`config.mk`:
```
export PLATFORM = sky130hd
export DESIGN_NAME = tau_gemm_engine
export DESIGN_NICKNAME = d
export VERILOG_FILES = /design/src/rtl/tau_gemm_pkg.sv /design/src/rtl/tau_bs_pe.sv /design/src/rtl/tau_gemm_engine.sv
export SDC_FILE = /design/constraint.sdc
export NUM_CORES = 2
export LEC_CHECK = 0
export CAP_MARGIN = 20
export CORE_MARGIN = 1.5
export CORE_UTILIZATION = 45
export CTS_CLUSTER_DIAMETER = 150
export CTS_CLUSTER_SIZE = 8
export DETAILED_ROUTE_END_ITERATION = 16
export PLACE_DENSITY = 0.69
export SLEW_MARGIN = 20
export SYNTH_ARGS = -nofsm -noshare
export SYNTH_HDL_FRONTEND = slang
export SYNTH_SLANG_ARGS = --single-unit
```
`constraint.sdc`:
```
create_clock -name clk -period 6.75 [get_ports clk]
set_input_delay 1.6875 -clock clk [delete_from_list [all_inputs] [get_ports clk]]
set_output_delay 1.6875 -clock clk [all_outputs]
set_load 0.02 [all_outputs]
```
`src/rtl/tau_gemm_pkg.sv`:
```
// Shared types and sizing helpers for the bit-serial temporal GEMM engine.
// Included by the engine top and by each processing element.
package tau_gemm_pkg;

    typedef enum logic [1:0] {
        IDLE    = 2'd0,
        COMPUTE = 2'd1,
        DONE    = 2'd2
    } state_t;

    localparam int CNT_MIN_W = 1;

    // Room for WIDTHxWIDTH products summed K times, plus a sign bit.
    function automatic int acc_width(input int width, input int k);
        return 2 * width + $clog2(k) + 1;
    endfunction

    function automatic int cnt_width(input int n);
        return (n > 1) ? $clog2(n) : CNT_MIN_W;
    endfunction

endpackage

```
`src/rtl/tau_bs_pe.sv`:
```
// Bit-serial PE: adds (or, for a signed MSB, subtracts) the shifted
// multiplicand whenever the selected multiplier bit is set.
module tau_bs_pe
    import tau_gemm_pkg::*;
#(
    parameter int WIDTH  = 8,
    parameter bit SIGNED = 1'b0,
    parameter int ACC_W  = 2 * WIDTH + 1,
    parameter int BW     = cnt_width(WIDTH)
) (
    input  logic             clk,
    input  logic             reset_n,
    input  logic             clr,
    input  logic             step,
    input  logic [WIDTH-1:0] a,
    input  logic [WIDTH-1:0] b,
    input  logic [BW-1:0]    bit_idx,
    output logic [ACC_W-1:0] acc
);

    logic [ACC_W-1:0] r_acc;
    logic [ACC_W-1:0] w_ext;
    logic [ACC_W-1:0] w_sh;
    logic             w_neg;
    logic             w_bit;

    assign w_ext = SIGNED ? {{(ACC_W-WIDTH){a[WIDTH-1]}}, a}
                          : {{(ACC_W-WIDTH){1'b0}}, a};
    assign w_sh  = w_ext << bit_idx;
    assign w_neg = SIGNED && (bit_idx == BW'(WIDTH-1));
    assign w_bit = b[bit_idx];

    always_ff @(posedge clk or negedge reset_n) begin
        if (!reset_n) begin
            r_acc <= '0;
        end else if (clr) begin
            r_acc <= '0;
        end else if (step && w_bit) begin
            r_acc <= w_neg ? r_acc - w_sh : r_acc + w_sh;
        end
    end

    assign acc = r_acc;

endmodule

```
`src/rtl/tau_gemm_engine.sv`:
```
// MxN grid of bit-serial PEs computing IN0(MxK) * IN1(KxN), one
// multiplier bit per cycle, with valid/ready handshakes on both sides.
module tau_gemm_engine
    import tau_gemm_pkg::*;
#(
    parameter int M      = 4,
    parameter int N      = 4,
    parameter int K      = 4,
    parameter int WIDTH  = 8,
    parameter bit SIGNED = 1'b0,
    parameter int ACC_W  = acc_width(WIDTH, K)
) (
    input  logic                              clk,
    input  logic                              reset_n,
    input  logic                              in_valid,
    output logic                              in_ready,
    input  logic [M-1:0][K-1:0][WIDTH-1:0]    in0,
    input  logic [K-1:0][N-1:0][WIDTH-1:0]    in1,
    input  logic                              acc_en,
    output logic [M-1:0][N-1:0][ACC_W-1:0]    out,
    output logic                              out_valid,
    input  logic                              out_ready,
    output logic                              busy
);

    localparam int KW = cnt_width(K);
    localparam int BW = cnt_width(WIDTH);

    state_t                           r_state;
    state_t                           w_next;
    logic [KW-1:0]                    r_k;
    logic [BW-1:0]                    r_bit;
    logic [M-1:0][K-1:0][WIDTH-1:0]   r_in0;
    logic [K-1:0][N-1:0][WIDTH-1:0]   r_in1;
    logic                             w_accept;
    logic                             w_bit_last;
    logic                             w_last;
    logic                             w_clr;
    logic                             w_step;

    assign w_accept   = in_valid && (r_state == IDLE);
    assign w_bit_last = (r_bit == BW'(WIDTH-1));
    assign w_last     = w_bit_last && (r_k == KW'(K-1));
    assign w_clr      = w_accept && !acc_en;
    assign w_step     = (r_state == COMPUTE);

    always_ff @(posedge clk or negedge reset_n) begin
        if (!reset_n) r_state <= IDLE;
        else          r_state <= w_next;
    end

    always_comb begin
        w_next = r_state;
        unique case (r_state)
            IDLE:    if (in_valid)  w_next = COMPUTE;
            COMPUTE: if (w_last)    w_next = DONE;
            DONE:    if (out_ready) w_next = IDLE;
            default:                w_next = IDLE;
        endcase
    end

    // Operands are captured once so the producer may move on after accept.
    always_ff @(posedge clk or negedge reset_n) begin
        if (!reset_n) begin
            r_k   <= '0;
            r_bit <= '0;
            r_in0 <= '0;
            r_in1 <= '0;
        end else if (w_accept) begin
            r_k   <= '0;
            r_bit <= '0;
            r_in0 <= in0;
            r_in1 <= in1;
        end else if (w_step) begin
            if (w_bit_last) begin
                r_bit <= '0;
                r_k   <= (r_k == KW'(K-1)) ? '0 : r_k + 1'b1;
            end else begin
                r_bit <= r_bit + 1'b1;
            end
        end
    end

    for (genvar i = 0; i < M; i++) begin : g_row
        for (genvar j = 0; j < N; j++) begin : g_col
            tau_bs_pe #(
                .WIDTH  (WIDTH),
                .SIGNED (SIGNED),
                .ACC_W  (ACC_W),
                .BW     (BW)
            ) u_pe (
                .clk     (clk),
                .reset_n (reset_n),
                .clr     (w_clr),
                .step    (w_step),
                .a       (r_in0[i][r_k]),
                .b       (r_in1[r_k][j]),
                .bit_idx (r_bit),
                .acc     (out[i][j])
            );
        end
    end

    assign in_ready  = (r_state == IDLE);
    assign out_valid = (r_state == DONE);
    assign busy      = (r_state != IDLE);

endmodule
```
==> summary.md <==
| Metric | Value |
|---|---|
| Number of antenna violations at the first check in global routing | `6` |
| Most numerous cell on the critical path | `mux2i_1` |
| Final hold viol count | `0` |
| Post-DR wirelength/cell | `22.39 um` |
| Non-Filler Instances | `5,686` |
| Port buffer count | `567` |
| Status | `completed` |
| Avg Cell Area, Syn | `around 9 um^2` |
| Register area share after synthesis | `0.3918` |
| CP arrival | `5.77 ns` |
| Io pins | `roughly 570` |
| Vias in the first global route | `31.56k` |
| Synthesized flop and latch total | `567` |
| Synth warn | `0` |
| Yosys cell types | `98` |
| Hold WS | `approximately 0.47 ns` |
| Via density | `between 5 and 6` |
| Top cells by area, synth | `dfrtp_1 39%, nand2_1 11%, ha_1 6.7%, mux4_2 4.5%, o21ai_0 3.5%` |
| Finish-stage setup viols | `0` |
| GRT Resource Usage Total | `0.3051` |
| Tcrit/Tclk final | `0.7836` |
| Final Max Slew Viols | `0` |
| Crit Path Class | `register to register` |
| DPL Wire Length | `94,110 um` |
| Worst-path fanout max | `50` |
| Crit path time final | `5.290 ns` |
| Cell Area, Synth | `36,210 um^2` |
| Largest net degree at the start of global routing | `216` |
| FMAX | `about 0.19 GHz` |
| Post-CTS sizing | `0` |
| Routability cong. | `0.9265` |
| Post-CTS setup buffers | `0` |
| WP data required | `7.23 ns` |
| Post-synth top area cell | `dfrtp_1` |
| Die height | `about 290 um` |
| RSZ-0062 raised after global routing | `false` |
| Crit path launch type | `register` |
| CP max stage cell | `dfrtp_4` |
| Initial DRC Count | `~2.7k` |
| Clock Path Buffers | `3` |
| Starting density of the core | `0.4569` |
| Worst slew pin tran | `1.137 ns` |
| H-tree depth | `3` |
| Max-slew headroom | `0.2340` |
| Max Cap Violations | `0` |
| Layout Area Growth over Synthesis | `24.41%` |
| TritonCTS clock tree | `built` |
| Die Wd | `286.7 um` |
| Clock root buffer | `clkbuf_16` |
| Die area | `82,190 um^2` |
| R2R depth | `13` |
| Core Util, Final | `0.5684` |
| Most common cell in the netlist | `nand2_1` |
| Final net count | `between 5k and 6k` |
| Placed Cells | `5,592` |
| Worst skew pair latency | `roughly 0.67 ns` |
| Setup TNS Final | `0 ns` |
| Fillers | `about 7.2k` |
| Number of synthesized flops with an enable pin | `0` |
| Core Rows | `103` |
| First-pass GRT wire length | `192,400 um` |
| CP cell instances | `mux4_2 > mux2_2 > a22oi_1 > mux2i_1 > ha_1 > a21o_1 > or3_1 > a311o_1 > a31oi_1 > nor2b_1 > o22ai_1 > mux2i_1 > o311ai_1` |
| Hold WC Path Type | `register to register` |
| Core box area | `79,260 um^2` |
| Crit-path max cell delay | `1.00 ns` |
| TritonCTS buffer count | `80` |
| Share of synthesized registers carrying an async set or reset | `1.000` |
| Top cell type's share of synthesized area | `0.3918` |
| Via count | `about 33k` |
| Post-Syn Instances | `4,141` |
| Clock Sinks | `about 570` |
| Layout cell share with drive strength beyond 1 | `0.06711` |
| CP endpoint kind | `register` |
| Worst Hold Depth | `2` |
| Number of routed nets with antenna violations | `0` |
| DRC viols | `0` |
| Final WL | `127,300 um` |
| Grt total ovfl | `0` |
| Setup Skew | `0.04672 ns` |
| Primary FF master, synth | `dfrtp_1` |
| Most frequent cells after synthesis | `1,095 x nand2_1, 567 x dfrtp_1, 251 x o21ai_0` |
| Hold_buf cts | `0` |
| Pre-antenna DRT Iters | `6` |
| Clock transition at path regs | `0.05 ns` |
| Post-synth net total | `~4.6k` |
[flip-flops by register name, summed over array words and instances, names as in the netlist]
name / count
g_row.g_col.u_pe.acc: 304
r_in1: 128
r_bit: 3
r_k: 2
r_in0: 128
r_state: 2
[placed cells by master, fill, tap and decap left out, drive strengths merged, types with 33 or more instances in the layout]
| cell type | synthesis | final |
|---|---|---|
| o21ai | 282 | 282 |
| a21o | 62 | 62 |
| dfrtp | 567 | 567 |
| xor2 | 102 | 102 |
| o31ai | 39 | 39 |
| mux2i | 56 | 56 |
| or3 | 34 | 34 |
| maj3 | 35 | 35 |
| nand2 | 1095 | 1095 |
| ha | 195 | 195 |
| a31oi | 33 | 33 |
| buf | 78 | 50 |
| clkbuf | 137 | 85 |
| o211ai | 36 | 36 |
| nand3 | 239 | 239 |
| and2 | 36 | 36 |
| inv | 73 | 75 |
| xnor2 | 119 | 119 |
| nor3 | 47 | 47 |
| nor2 | 207 | 207 |
| mux4 | 75 | 75 |
| clkdlybuf4s50 | 0 | 566 |
| a21oi | 165 | 165 |
[path summary, 6_finish.rpt]
path	start	end	slack, ns
hold reg to reg	r_in0[110]	r_in0[110]	0.47
setup / recovery	r_k[0]	g_row[3].g_col[0].u_pe.acc[13]	1.46
hold / removal	r_in0[110]	r_in0[110]	0.47
min in group asynchronous	reset_n	g_row[3].g_col[3].u_pe.acc[11]	1.05
max in group asynchronous	reset_n	g_row[0].g_col[2].u_pe.acc[16]	4.34
setup reg to reg	r_k[0]	g_row[3].g_col[0].u_pe.acc[13]	1.46
[layer usage]
layer | wire, um | track usage | up-vias
li1 | - | - | 15650
met1 | 55660 | 0.4222 | 16130
met2 | 57420 | 0.4783 | 1207
met3 | 9732 | 0.05914 | 235
met4 | 4469 | 0.1033 | 4
met5 | 31 | 0 | -
[cell type report]
| class | count | area [um^2] | area share |
|---|---|---|---|
| inverters | 73 | 274.0 | 0.006082 |
| repair buffers | 617 | 6141 | 0.1363 |
| diodes | 2 | 5.005 | 0.0001111 |
| clock buffers | 84 | 2017 | 0.04477 |
| flip-flops and latches | 567 | 14200 | 0.3152 |
| multi-input cells | 3286 | 20910 | 0.4642 |
| well taps | 1050 | 1314 | 0.02916 |
| clock inverters | 7 | 190.2 | 0.004221 |
[worst max-delay path, delay by kind of cell, from the launching register on]
family	cells	cell delay, ns
AND/OR/NAND/NOR	2	0.38
adder cells (fa/ha/maj)	1	0.48
flip-flops	1	1.00
multiplexers	4	1.64
AO/OA/AOI/OAI	6	1.56
[metrics by stage]
step,worst slack [ns],cell area [um^2]
3_5_place_dp,1.497,42830
3_3_place_gp,1.576,42830
6_report,1.460,45050
5_1_grt,1.035,45050
2_1_floorplan,1.622,36210
4_1_cts,1.448,45040
[logic make-up (layout without fill, tap and decap cells)]
group / after synthesis / count (layout) / synth area share
adders and majority gates: 230 / 230 / 0.07729
DFF: 567 / 567 / 0.3918
xor gates and xnor gates: 221 / 221 / 0.05345
other: 0 / 2 / 0
AOI/OAI and AO/OA: 905 / 905 / 0.1668
and+or+nand+nor: 1788 / 1788 / 0.2113
buffers and inverters: 288 / 781 / 0.03355
muxes: 142 / 142 / 0.06585
Power is left out: the tool's default activity adds up to more than one toggle a clock period on the data nets, which glitch-free logic cannot reach.
